### config.mk
export PLATFORM = sky130hd
export DESIGN_NAME = commit_trace_buffer_flat
export DESIGN_NICKNAME = d
export VERILOG_FILES = /design/src/rtl/commit_trace_buffer_pkg.sv /design/src/rtl/commit_trace_buffer_if.sv /design/src/rtl/commit_trace_buffer_fifo.sv /design/src/rtl/commit_trace_buffer.sv /design/src/flat_wrapper.sv
export SDC_FILE = /design/constraint.sdc
export NUM_CORES = 2
export LEC_CHECK = 0
export CAP_MARGIN = 10
export CORE_MARGIN = 3
export CORE_UTILIZATION = 45
export CTS_CLUSTER_DIAMETER = 40
export DETAILED_ROUTE_END_ITERATION = 12
export PLACE_DENSITY_LB_ADDON = 0.12
export SYNTH_ARGS = -nofsm -noshare
export SYNTH_HDL_FRONTEND = slang
export SYNTH_SLANG_ARGS = --single-unit
### constraint.sdc
create_clock -name clk -period 14.1 [get_ports clk]
set_input_delay 1.41 -clock clk [delete_from_list [all_inputs] [get_ports clk]]
set_output_delay 1.41 -clock clk [all_outputs]
set_load 0.01 [all_outputs]
### src/rtl/commit_trace_buffer_pkg.sv
// Shared types for the retire-trace capture block: record kinds, FSM states, record layout.
// The record carries a cycle stamp only when TRACE_CYCLE_STAMP_EN is defined.
package commit_trace_pkg;

  localparam int TRACE_DATA_W = 16;
  localparam int TRACE_ADDR_W = 16;
  localparam int TRACE_REG_W  = 4;
  localparam int TRACE_CNT_W  = 32;

  typedef enum logic [2:0] {
    KIND_NOP   = 3'd0,
    KIND_REG   = 3'd1,
    KIND_LOAD  = 3'd2,
    KIND_STORE = 3'd3,
    KIND_HALT  = 3'd4
  } trace_kind_t;

  typedef enum logic [1:0] {
    S_RUN,
    S_DRAIN,
    S_DONE
  } fsm_t;

  typedef struct packed {
    trace_kind_t              kind;
    logic [TRACE_CNT_W-1:0]  inum;
    logic [TRACE_ADDR_W-1:0] pc;
    logic [TRACE_REG_W-1:0]  dstReg;
    logic [TRACE_DATA_W-1:0] value;
    logic [TRACE_ADDR_W-1:0] addr;
`ifdef TRACE_CYCLE_STAMP_EN
    logic [TRACE_CNT_W-1:0]  cycle;
`endif
  } trace_rec_t;

  // Conflicting flags (e.g. load and store together) resolve purely by this order.
  function automatic trace_kind_t classify(input logic isHalt, input logic isStore,
                                           input logic isLoad, input logic isRegWr);
    if (isHalt)                return KIND_HALT;
    else if (isStore)          return KIND_STORE;
    else if (isLoad && isRegWr) return KIND_LOAD;
    else if (isRegWr)          return KIND_REG;
    return KIND_NOP;
  endfunction

endpackage

### src/rtl/commit_trace_buffer_if.sv
// Commit-side and trace-side bus of the retire-trace buffer.
// trace_cycle exists only when TRACE_CYCLE_STAMP_EN is defined.
interface commit_trace_buffer_if;
  import commit_trace_pkg::*;

  logic                    commit_valid;
  logic [TRACE_ADDR_W-1:0] commit_pc;
  logic                    reg_write;
  logic [TRACE_REG_W-1:0]  write_reg;
  logic [TRACE_DATA_W-1:0] write_data;
  logic                    mem_read;
  logic                    mem_write;
  logic [TRACE_ADDR_W-1:0] mem_addr;
  logic [TRACE_DATA_W-1:0] mem_data;
  logic                    halt;

  logic                    trace_valid;
  logic                    trace_ready;
  logic [2:0]              trace_kind;
  logic [TRACE_CNT_W-1:0]  trace_inum;
  logic [TRACE_ADDR_W-1:0] trace_pc;
  logic [TRACE_REG_W-1:0]  trace_reg;
  logic [TRACE_DATA_W-1:0] trace_value;
  logic [TRACE_ADDR_W-1:0] trace_addr;
`ifdef TRACE_CYCLE_STAMP_EN
  logic [TRACE_CNT_W-1:0]  trace_cycle;
`endif

  modport master (
    output commit_valid, commit_pc, reg_write, write_reg, write_data,
           mem_read, mem_write, mem_addr, mem_data, halt, trace_ready,
    input  trace_valid, trace_kind, trace_inum, trace_pc, trace_reg,
           trace_value, trace_addr
`ifdef TRACE_CYCLE_STAMP_EN
    , input trace_cycle
`endif
  );

  modport slave (
    input  commit_valid, commit_pc, reg_write, write_reg, write_data,
           mem_read, mem_write, mem_addr, mem_data, halt, trace_ready,
    output trace_valid, trace_kind, trace_inum, trace_pc, trace_reg,
           trace_value, trace_addr
`ifdef TRACE_CYCLE_STAMP_EN
    , output trace_cycle
`endif
  );

endinterface

### src/rtl/commit_trace_buffer_fifo.sv
// Synchronous FIFO for trace records; a push into a full FIFO is accepted only
// when a pop happens in the same cycle. Storage is not reset, only pointers/level.
module trace_fifo #(
  parameter  int WIDTH = 8,
  parameter  int DEPTH = 16,
  localparam int PTR_W = $clog2(DEPTH),
  localparam int LVL_W = PTR_W + 1
) (
  input  logic             clk,
  input  logic             rst_n,
  input  logic             push,
  input  logic [WIDTH-1:0] wdata,
  input  logic             pop,
  output logic [WIDTH-1:0] rdata,
  output logic             full,
  output logic             empty,
  output logic [LVL_W-1:0] level
);

  logic [WIDTH-1:0] mem [DEPTH];
  logic [PTR_W-1:0] wrPtr, rdPtr;
  logic [LVL_W-1:0] count;
  logic             pushOk, popOk;

  assign empty  = (count == '0);
  assign full   = (count == LVL_W'(DEPTH));
  assign popOk  = pop && !empty;
  assign pushOk = push && (!full || popOk);
  assign rdata  = mem[rdPtr];
  assign level  = count;

  always_ff @(posedge clk or negedge rst_n) begin
    if (!rst_n) begin
      wrPtr <= '0;
      rdPtr <= '0;
      count <= '0;
    end else begin
      if (pushOk) wrPtr <= wrPtr + PTR_W'(1);
      if (popOk)  rdPtr <= rdPtr + PTR_W'(1);
      count <= count + LVL_W'(pushOk) - LVL_W'(popOk);
    end
  end

  always_ff @(posedge clk) begin
    if (pushOk) mem[wrPtr] <= wdata;
  end

endmodule

### src/rtl/commit_trace_buffer.sv
// Retire-trace capture: classifies commits, tags INUMs, queues records, runs a cycle watchdog.
// Define TRACE_CYCLE_STAMP_EN to stamp each record with cycle_count and expose trace_cycle.
module commit_trace_buffer
  import commit_trace_pkg::*;
#(
  parameter  int DATA_W      = TRACE_DATA_W,
  parameter  int ADDR_W      = TRACE_ADDR_W,
  parameter  int REG_W       = TRACE_REG_W,
  parameter  int CNT_W       = TRACE_CNT_W,
  parameter  int DEPTH       = 16,
  parameter  int CYCLE_LIMIT = 100000,
  localparam int LVL_W       = $clog2(DEPTH) + 1
) (
  input  logic                  clk,
  input  logic                  rst_n,
  commit_trace_buffer_if.slave  tr,
  output logic [CNT_W-1:0]      inst_count,
  output logic [CNT_W-1:0]      cycle_count,
  output logic [LVL_W-1:0]      fifo_level,
  output logic                  overflow,
  output logic                  timeout,
  output logic                  done
);

  fsm_t              state, stateNext;
  logic [CNT_W-1:0]  instCount, cycleCount;
  logic              overflowQ, timeoutQ, timeoutSet;
  logic              commitNow, haltCommit, limitHit;
  logic              fifoFull, fifoEmpty, popFire, traceValid;
  trace_kind_t       kind;
  logic [REG_W-1:0]  recReg;
  logic [DATA_W-1:0] recValue;
  logic [ADDR_W-1:0] recAddr;
  trace_rec_t        pushRec, headRec;
  logic [$bits(trace_rec_t)-1:0] fifoRdata;

  assign commitNow  = tr.commit_valid && (state == S_RUN);
  assign haltCommit = commitNow && tr.halt;
  assign limitHit   = (state == S_RUN) && (cycleCount == CNT_W'(CYCLE_LIMIT - 1));

  always_comb begin
    kind     = classify(tr.halt, tr.mem_write, tr.mem_read, tr.reg_write);
    recReg   = '0;
    recValue = '0;
    recAddr  = '0;
    case (kind)
      KIND_REG:   begin recReg = tr.write_reg; recValue = tr.write_data; end
      KIND_LOAD:  begin recReg = tr.write_reg; recValue = tr.write_data; recAddr = tr.mem_addr; end
      KIND_STORE: begin recValue = tr.mem_data; recAddr = tr.mem_addr; end
      default:    ;
    endcase
    pushRec        = '0;
    pushRec.kind   = kind;
    pushRec.inum   = instCount;
    pushRec.pc     = tr.commit_pc;
    pushRec.dstReg = recReg;
    pushRec.value  = recValue;
    pushRec.addr   = recAddr;
`ifdef TRACE_CYCLE_STAMP_EN
    pushRec.cycle  = cycleCount;
`endif
  end

  trace_fifo #(.WIDTH($bits(trace_rec_t)), .DEPTH(DEPTH)) uFifo (
    .clk   (clk),
    .rst_n (rst_n),
    .push  (commitNow),
    .wdata (pushRec),
    .pop   (popFire),
    .rdata (fifoRdata),
    .full  (fifoFull),
    .empty (fifoEmpty),
    .level (fifo_level)
  );

  // Trace fields read as zero whenever no record is offered.
  assign headRec        = fifoRdata;
  assign traceValid     = !fifoEmpty && (state != S_DONE);
  assign popFire        = traceValid && tr.trace_ready;
  assign tr.trace_valid = traceValid;
  assign tr.trace_kind  = traceValid ? headRec.kind   : '0;
  assign tr.trace_inum  = traceValid ? headRec.inum   : '0;
  assign tr.trace_pc    = traceValid ? headRec.pc     : '0;
  assign tr.trace_reg   = traceValid ? headRec.dstReg : '0;
  assign tr.trace_value = traceValid ? headRec.value  : '0;
  assign tr.trace_addr  = traceValid ? headRec.addr   : '0;
`ifdef TRACE_CYCLE_STAMP_EN
  assign tr.trace_cycle = traceValid ? headRec.cycle  : '0;
`endif

  always_comb begin
    stateNext  = state;
    timeoutSet = 1'b0;
    case (state)
      S_RUN: begin
        if (haltCommit) begin
          stateNext = S_DRAIN;
        end else if (limitHit) begin
          stateNext  = S_DRAIN;
          timeoutSet = 1'b1;
        end
      end
      S_DRAIN: if (fifoEmpty) stateNext = S_DONE;
      default: stateNext = S_DONE;
    endcase
  end

  always_ff @(posedge clk or negedge rst_n) begin
    if (!rst_n) begin
      state      <= S_RUN;
      instCount  <= '0;
      cycleCount <= '0;
      overflowQ  <= 1'b0;
      timeoutQ   <= 1'b0;
    end else begin
      state <= stateNext;
      if (commitNow)       instCount  <= instCount + CNT_W'(1);
      if (state == S_RUN)  cycleCount <= cycleCount + CNT_W'(1);
      if (commitNow && fifoFull && !popFire) overflowQ <= 1'b1;
      if (timeoutSet)      timeoutQ   <= 1'b1;
    end
  end

  assign inst_count  = instCount;
  assign cycle_count = cycleCount;
  assign overflow    = overflowQ;
  assign timeout     = timeoutQ;
  assign done        = (state == S_DONE);

endmodule

### src/flat_wrapper.sv
// flat-port wrapper written by rule: the top's interface ports become plain ports
module commit_trace_buffer_flat import commit_trace_pkg::*;
#(
  parameter  int DATA_W      = TRACE_DATA_W,
  parameter  int ADDR_W      = TRACE_ADDR_W,
  parameter  int REG_W       = TRACE_REG_W,
  parameter  int CNT_W       = TRACE_CNT_W,
  parameter  int DEPTH       = 16,
  parameter  int CYCLE_LIMIT = 100000,
  localparam int LVL_W       = $clog2(DEPTH) + 1
)
  (clk, rst_n, inst_count, cycle_count, fifo_level, overflow, timeout, done, tr_commit_valid, tr_commit_pc, tr_reg_write, tr_write_reg, tr_write_data, tr_mem_read, tr_mem_write, tr_mem_addr, tr_mem_data, tr_halt, tr_trace_ready, tr_trace_valid, tr_trace_kind, tr_trace_inum, tr_trace_pc, tr_trace_reg, tr_trace_value, tr_trace_addr);
  commit_trace_buffer_if tr_i ();
  input  logic clk;
  input  logic rst_n;
  output logic [CNT_W-1:0] inst_count;
  output logic [CNT_W-1:0] cycle_count;
  output logic [LVL_W-1:0] fifo_level;
  output logic overflow;
  output logic timeout;
  output logic done;
  input wire logic [$bits(tr_i.commit_valid)-1:0] tr_commit_valid;
  input wire logic [$bits(tr_i.commit_pc)-1:0] tr_commit_pc;
  input wire logic [$bits(tr_i.reg_write)-1:0] tr_reg_write;
  input wire logic [$bits(tr_i.write_reg)-1:0] tr_write_reg;
  input wire logic [$bits(tr_i.write_data)-1:0] tr_write_data;
  input wire logic [$bits(tr_i.mem_read)-1:0] tr_mem_read;
  input wire logic [$bits(tr_i.mem_write)-1:0] tr_mem_write;
  input wire logic [$bits(tr_i.mem_addr)-1:0] tr_mem_addr;
  input wire logic [$bits(tr_i.mem_data)-1:0] tr_mem_data;
  input wire logic [$bits(tr_i.halt)-1:0] tr_halt;
  input wire logic [$bits(tr_i.trace_ready)-1:0] tr_trace_ready;
  output wire logic [$bits(tr_i.trace_valid)-1:0] tr_trace_valid;
  output wire logic [$bits(tr_i.trace_kind)-1:0] tr_trace_kind;
  output wire logic [$bits(tr_i.trace_inum)-1:0] tr_trace_inum;
  output wire logic [$bits(tr_i.trace_pc)-1:0] tr_trace_pc;
  output wire logic [$bits(tr_i.trace_reg)-1:0] tr_trace_reg;
  output wire logic [$bits(tr_i.trace_value)-1:0] tr_trace_value;
  output wire logic [$bits(tr_i.trace_addr)-1:0] tr_trace_addr;
  assign tr_i.commit_valid = tr_commit_valid;
  assign tr_i.commit_pc = tr_commit_pc;
  assign tr_i.reg_write = tr_reg_write;
  assign tr_i.write_reg = tr_write_reg;
  assign tr_i.write_data = tr_write_data;
  assign tr_i.mem_read = tr_mem_read;
  assign tr_i.mem_write = tr_mem_write;
  assign tr_i.mem_addr = tr_mem_addr;
  assign tr_i.mem_data = tr_mem_data;
  assign tr_i.halt = tr_halt;
  assign tr_i.trace_ready = tr_trace_ready;
  assign tr_trace_valid = tr_i.trace_valid;
  assign tr_trace_kind = tr_i.trace_kind;
  assign tr_trace_inum = tr_i.trace_inum;
  assign tr_trace_pc = tr_i.trace_pc;
  assign tr_trace_reg = tr_i.trace_reg;
  assign tr_trace_value = tr_i.trace_value;
  assign tr_trace_addr = tr_i.trace_addr;
  commit_trace_buffer #(.DATA_W(DATA_W), .ADDR_W(ADDR_W), .REG_W(REG_W), .CNT_W(CNT_W), .DEPTH(DEPTH), .CYCLE_LIMIT(CYCLE_LIMIT)) u_core (.clk(clk), .rst_n(rst_n), .tr(tr_i), .inst_count(inst_count), .cycle_count(cycle_count), .fifo_level(fifo_level), .overflow(overflow), .timeout(timeout), .done(done));
endmodule
======== After elaboration in Yosys (flattened, before gate mapping) ========
Memories as Yosys holds them, arrays and structs flattened.
Cells that the tools add are included.
Widths: inputs -> output; s select.
storage, ports and cells
  register bits after elaboration ......... 81
  bits in latches ......................... 0
  memory bits (writable) .................. 1,392
  memory bits (read-only) ................. 0
  input bits .............................. 76
  output and inout bits ................... 160
  logic and storage cells ................. 71
  memories kept ........................... 1
cells by class
  add/subtract/negate cells ............... 6
  $mul .................................... 0
  div/mod/pow operators ................... 0
  magnitude comparators ................... 0
  eq/ne operators ......................... 10
  shift operators ......................... 0
  multiplexer cells ....................... 27
  bitwise operators ....................... 0
  reduce and logical (&&, ||, !) cells .... 19
memories
  memory            words  width  read ports  clocked after Yosys merged registers in  wr ports  line                            RTL
  u_core.uFifo.mem  16     87     1           0                                        1         commit_trace_buffer_fifo.sv:20  logic [WIDTH-1:0] mem [DEPTH];
operators by type and width
  kind                   count
  $add 32x1->32 const B  2
  $mux 16                4
  $eq 32x17->1 const B   1
  $mux 32                1
  $pmux 16 s2            1
  $mux 3                 6
  $logic_and 1x1->1      10
  $mux 1                 9
  $add 4x1->4 const B    2
  $mux 4                 2
  $eq 3x2->1 const B     2
  $mux 2                 3
  $add 5x1->5            1
  $eq 5x5->1 const B     1
  $logic_not 5->1        1
  $sub 5x1->5            1
  $pmux 2 s2             1
  $reduce_or 2->1        2
  $eq 3x1->1 const B     1
  $logic_not 1->1        3
  $ne 3x1->1 const B     1
  $eq 2x1->1 const B     1
  $eq 2x2->1 const B     1
  $logic_not 2->1        1
  4 further kinds        4

======== Depth between registers and ports, before layout ========
  depth in word-level cells ............... 9
  gate-level depth with buffers ........... 14
  depth with buffers taken out ............ 14

======== By module ========
A second synthesis with hierarchy kept.
second synthesis, totals
  cells, all modules ...................... 3,003
  area, all modules ....................... 57,893.0 um^2
by module, submodules not included
  module               times used  cells each  area an instance (um^2)  sequential area each (um^2)
  trace_fifo           1           2,584       53,804.1                 42,125.4
  commit_trace_buffer  1           419         4,088.9                  1,701.6

======== Least setup slack after synthesis ========
No wires, ideal clock.
  path type ............................... input to register
  start point ............................. input port tr_commit_valid
  end point ............................... memory u_core.uFifo.mem[3][0] (netlist bit) (enable)
  setup time .............................. 0.639 ns
  data arrival time ....................... 7.996 ns
  data required time ...................... 13.461 ns
  setup slack ............................. 5.465 ns
  stages on the path ...................... 5
  buffers on the path ..................... 1
  cell sequence ........................... and2_1 > o21a_1 > clkbuf_1 > nand2_1 > nor3_1
between the ends
  cells in the longest elaborated chain, start to end .. 4
ends and longest elaborated chain
  what                          line                            RTL
  start: declaration            flat_wrapper.sv:22              input wire logic [$bits(tr_i.commit_valid)-1:0] tr_commit_valid;
  $logic_and 1x1->1             commit_trace_buffer.sv:37       assign commitNow = tr.commit_valid && (state == S_RUN);
  $logic_and 1x1->1             commit_trace_buffer_fifo.sv:28  assign pushOk = push && (!full || popOk);
  $mux 1                        commit_trace_buffer_fifo.sv:45  if (pushOk) mem[wrPtr] <= wdata;
  $mux 1 (not written as such)  commit_trace_buffer_fifo.sv:45
  end: declaration              commit_trace_buffer_fifo.sv:20
Every way passes these cells.

======== Final worst setup path ========
  start point ............................. register u_core.uFifo.rdPtr[1]
  end point ............................... output port tr_trace_value[15]
between the ends
  cells in the longest elaborated chain, start to end .. 2
ends and longest elaborated chain
  what                      line                            RTL
  start: declaration        commit_trace_buffer_fifo.sv:21  logic [PTR_W-1:0] wrPtr, rdPtr;
  start signal: assignment  commit_trace_buffer_fifo.sv:39  if (popOk) rdPtr <= rdPtr + PTR_W'(1);
  $mem_v2 16x87             -
  $mux 16                   commit_trace_buffer.sv:85       assign tr.trace_value = traceValid ? headRec.value : '0;
  end: declaration          flat_wrapper.sv:38              output wire logic [$bits(tr_i.trace_value)-1:0] tr_trace_value;
Every way passes these cells.

==> results_dict.tcl <==
set metrics [dict create \
    timing.rr.start "u_core.state[1]" \
    nets 2966 \
    fmax_mhz 152 \
    cap_violations 0 \
    layout_worst_path_cycle_share 0.465 \
    wl_um 135000 \
    core_area_mm2 0.124 \
    regArea_mm2 0.0438 \
    cts_resized 0 \
    die_height_um 361 \
    setup_tns_ps 0 \
    synth_adder_area_share 0.00323 \
    setup_ws_ps 7540 \
    critPathCapture "tr_trace_value[15]" \
    final_max_slew_viol_count 0 \
    grt_pass1_wl_um 199000 \
    final.fill_count 9515 \
    synthMuxAreaShare 0.170 \
    via_count 26900 \
    synth_area_leader_cell "edfxtp_1" \
    yosys_warnings 0 \
    critPathRequiredTime_ps 12690 \
    die-area_mm2 0.130 \
    yosys.area.top_type_share 0.738 \
    avgSynthCellArea_um2 22.4 \
    synth_seq_cells 1473 \
    first_iter_violations 2073 \
    post-dp-hpwl_um 69400 \
    vdd_ir_drop_max_mv 0.184 \
    gr-total-overflow 0 \
    cts.htree.levels 4 \
    clock-root-buffer "clkbuf_16" \
    wl_per_cell_um 29.0 \
    place_ws_ps 8040 \
    first_pass_iters 5 \
    grt_max_degree 166 \
    synth_top_family_by_area "multiplexers" \
    synth-compound-area-share 0.0132 \
    synth_cells 2530 \
    insertion_delay_ps 800 \
    grt_usage 0.209 \
    worst_pin_slew_ps 1490 \
    drt-vias-per-instance 5.77 \
    end_kind "output port" \
    numPortBuffers 235 \
    cp_max_fo 165 \
    power_mw 13.5 \
    cts.path.max_buffers 3 \
    synth_xor_area_frac 0.0111 \
    io_pins 236 \
    cts_tree "done" \
    power.density_mw_per_mm2 201 \
    postCtsSetupRepairBufs 0 \
    start_util 0.456 \
    final_area_mm2 0.0673 \
    rows 129 \
    seq_area_frac_synth 0.774 \
    gp_congestion 0.728 \
    cts_buffers 180 \
    synth.area.top_cells "edfxtp_1 (74%), mux4_2 (14%), dfrtp_1 (3.6%), mux2i_1 (3.1%), o22ai_1 (0.96%)" \
    worstSetupPathType "flip-flop to output port" \
    cts_num_sinks 1473 \
    min_period_ps 6560 \
    start_kind "flip-flop" \
    chipWidth_um 361 \
    synth_cell_types 42 \
    rr_worst_depth 7 \
    setup_viol 0 \
    finClkSkew_ps 31.7 \
    synth.net_count 2620 \
    rsz0062_at_grt "false" \
    antenna_found_initial 4 \
    dpl_cell_area_mm2 0.0612 \
    hold_buffers 0 \
    worst_slew_margin_rel 0.00665 \
    drc_errors 0 \
    rrSetupSlack_ps 9670 \
    area_growth_pct 18.9 \
    clk_pin_slew_ps 60 \
    p_leak_nw 22.1 \
    startpoint "u_core.uFifo.rdPtr[1]" \
    grt_pass1_vias 29100 \
    status "complete, no violations" \
    synth_area_mm2 0.0566 \
    r2r_end "u_core.uFifo.mem[15][16]" \
    hold_viol 0 \
    drive_gt1_frac 0.241 \
    antenna_left 0 \
    min_path_type "flip-flop to flip-flop" \
    synth-simple-area-share 0.0181 \
    multi_input_area_mm2 0.0123 \
    arrival_ps 5150 \
]
## worst max-delay path: stages (launching register included)
cell	delay, ps
dfrtp_4	920
buf_12	580
buf_4	1010
mux4_2	390
mux2i_1	90
o22ai_1	490
clkdlybuf4s50_1	650
## Yosys cell counts (all sizes together)
cell       n
and2      21
o21ai      1
nand3     25
dfrtp     81
or3        1
clkbuf    58
a31o       1
nand2b     2
nand4     20
a21o       3
nor3b      1
buf       71
o21a       1
mux2       3
and4       5
ha        13
or2        2
or3b       1
xnor2     51
fa         1
edfxtp  1392
nor4b      2
o22ai     87
mux4     348
nor2b      2
and3       7
xor2      21
or4        2
nand2     35
a21oi      4
nor3      11
nor2      42
nor4       9
mux2i    174
a22o      16
inv       16
## kinds of logic (layout without fill, tap and decap cells)
logic type / after synthesis / in the layout
fa+ha+maj: 14 / 14
xor+xnor: 72 / 72
other cells: 0 / 1
simple gates: 188 / 188
buf+inv: 145 / 642
flops: 1473 / 1473
compound gates: 113 / 113
mux: 525 / 525
## per-layer routing
metal | GRT usage | vias up | routed length [um]
met5 | 0 | - | 13
met3 | 0.0406 | 196 | 6870
li1 | - | 11400 | -
met2 | 0.347 | 705 | 67500
met4 | 0.0565 | 2 | 2730
met1 | 0.286 | 14700 | 58000
## power breakdown
group | total [mW] | leakage (nW) | internal, mW | switching [mW]
combinational | 3.63 | 5.35 | 1.73 | 1.90
clock | 4.68 | 2.97 | 2.85 | 1.83
sequential | 5.23 | 13.8 | 5.03 | 0.200
total | 13.5 | 22.1 | 9.61 | 3.93
## how the worst min path moves through the flow
stage / start / slack (ps) / to / cells after the start
finish: u_core.overflow / 460 / u_core.overflow / 1
global route: rst_n / 450 / u_core.inst_count[15] / 1
CTS: rst_n / 430 / u_core.inst_count[13] / 1
detailed placement: u_core.overflow / 450 / u_core.overflow / 1
global placement: u_core.overflow / 450 / u_core.overflow / 1
floorplan: u_core.uFifo.rdPtr[2] / 480 / u_core.uFifo.rdPtr[2] / 1
## layout make-up
cell class              count  share of cell area
flip-flops and latches   1473               0.651
multi-input cells         912               0.183
clock buffers             221              0.0704
repair buffers            293              0.0427
well taps                1637              0.0304
clock inverters           112              0.0215
inverters                  16            0.000892
diodes                      1           0.0000372
## registers in the layout, summed over array words and instances, names as in the netlist
name,count
u_core.timeout,1
u_core.inst_count,32
u_core.uFifo.mem,1392
u_core.uFifo.level,5
u_core.state,2
u_core.uFifo.rdPtr,4
u_core.uFifo.wrPtr,4
u_core.cycle_count,32
u_core.overflow,1
## cell usage in the layout, fill, tap and decap left out, types with 6 or more instances in the layout
| cell | instances |
|---|---|
| o22ai_1 | 87 |
| nor4_1 | 6 |
| inv_6 | 17 |
| clkbuf_8 | 6 |
| edfxtp_1 | 1392 |
| a22o_1 | 16 |
| clkinv_1 | 14 |
| nand4_1 | 20 |
| clkbuf_16 | 181 |
| clkinvlp_4 | 14 |
| ha_1 | 13 |
| bufinv_16 | 23 |
| xor2_1 | 21 |
| buf_4 | 52 |
| nand3_1 | 25 |
| xnor2_1 | 51 |
| and3_1 | 7 |
| clkbuf_1 | 34 |
| inv_1 | 16 |
| dfrtp_1 | 78 |
| nor2_1 | 26 |
| mux2i_1 | 174 |
| clkinv_4 | 10 |
| inv_8 | 7 |
| nor3_1 | 7 |
| clkdlybuf4s50_1 | 234 |
| mux4_2 | 348 |
| clkinv_2 | 18 |
| nor2_4 | 14 |
| and2_1 | 21 |
| nand2_1 | 34 |
## metrics by stage
stage | util | hold slack, ps | cells
finish | 0.542 | 456 | 4665
global route | 0.542 | 450 | 4664
CTS | 0.542 | 427 | 4663
detailed placement | 0.492 | 448 | 4330
global placement | 0.491 | 451 | 4327
floorplan | - | 480 | 2530
Note: power is estimated with default switching activity, not from simulation.
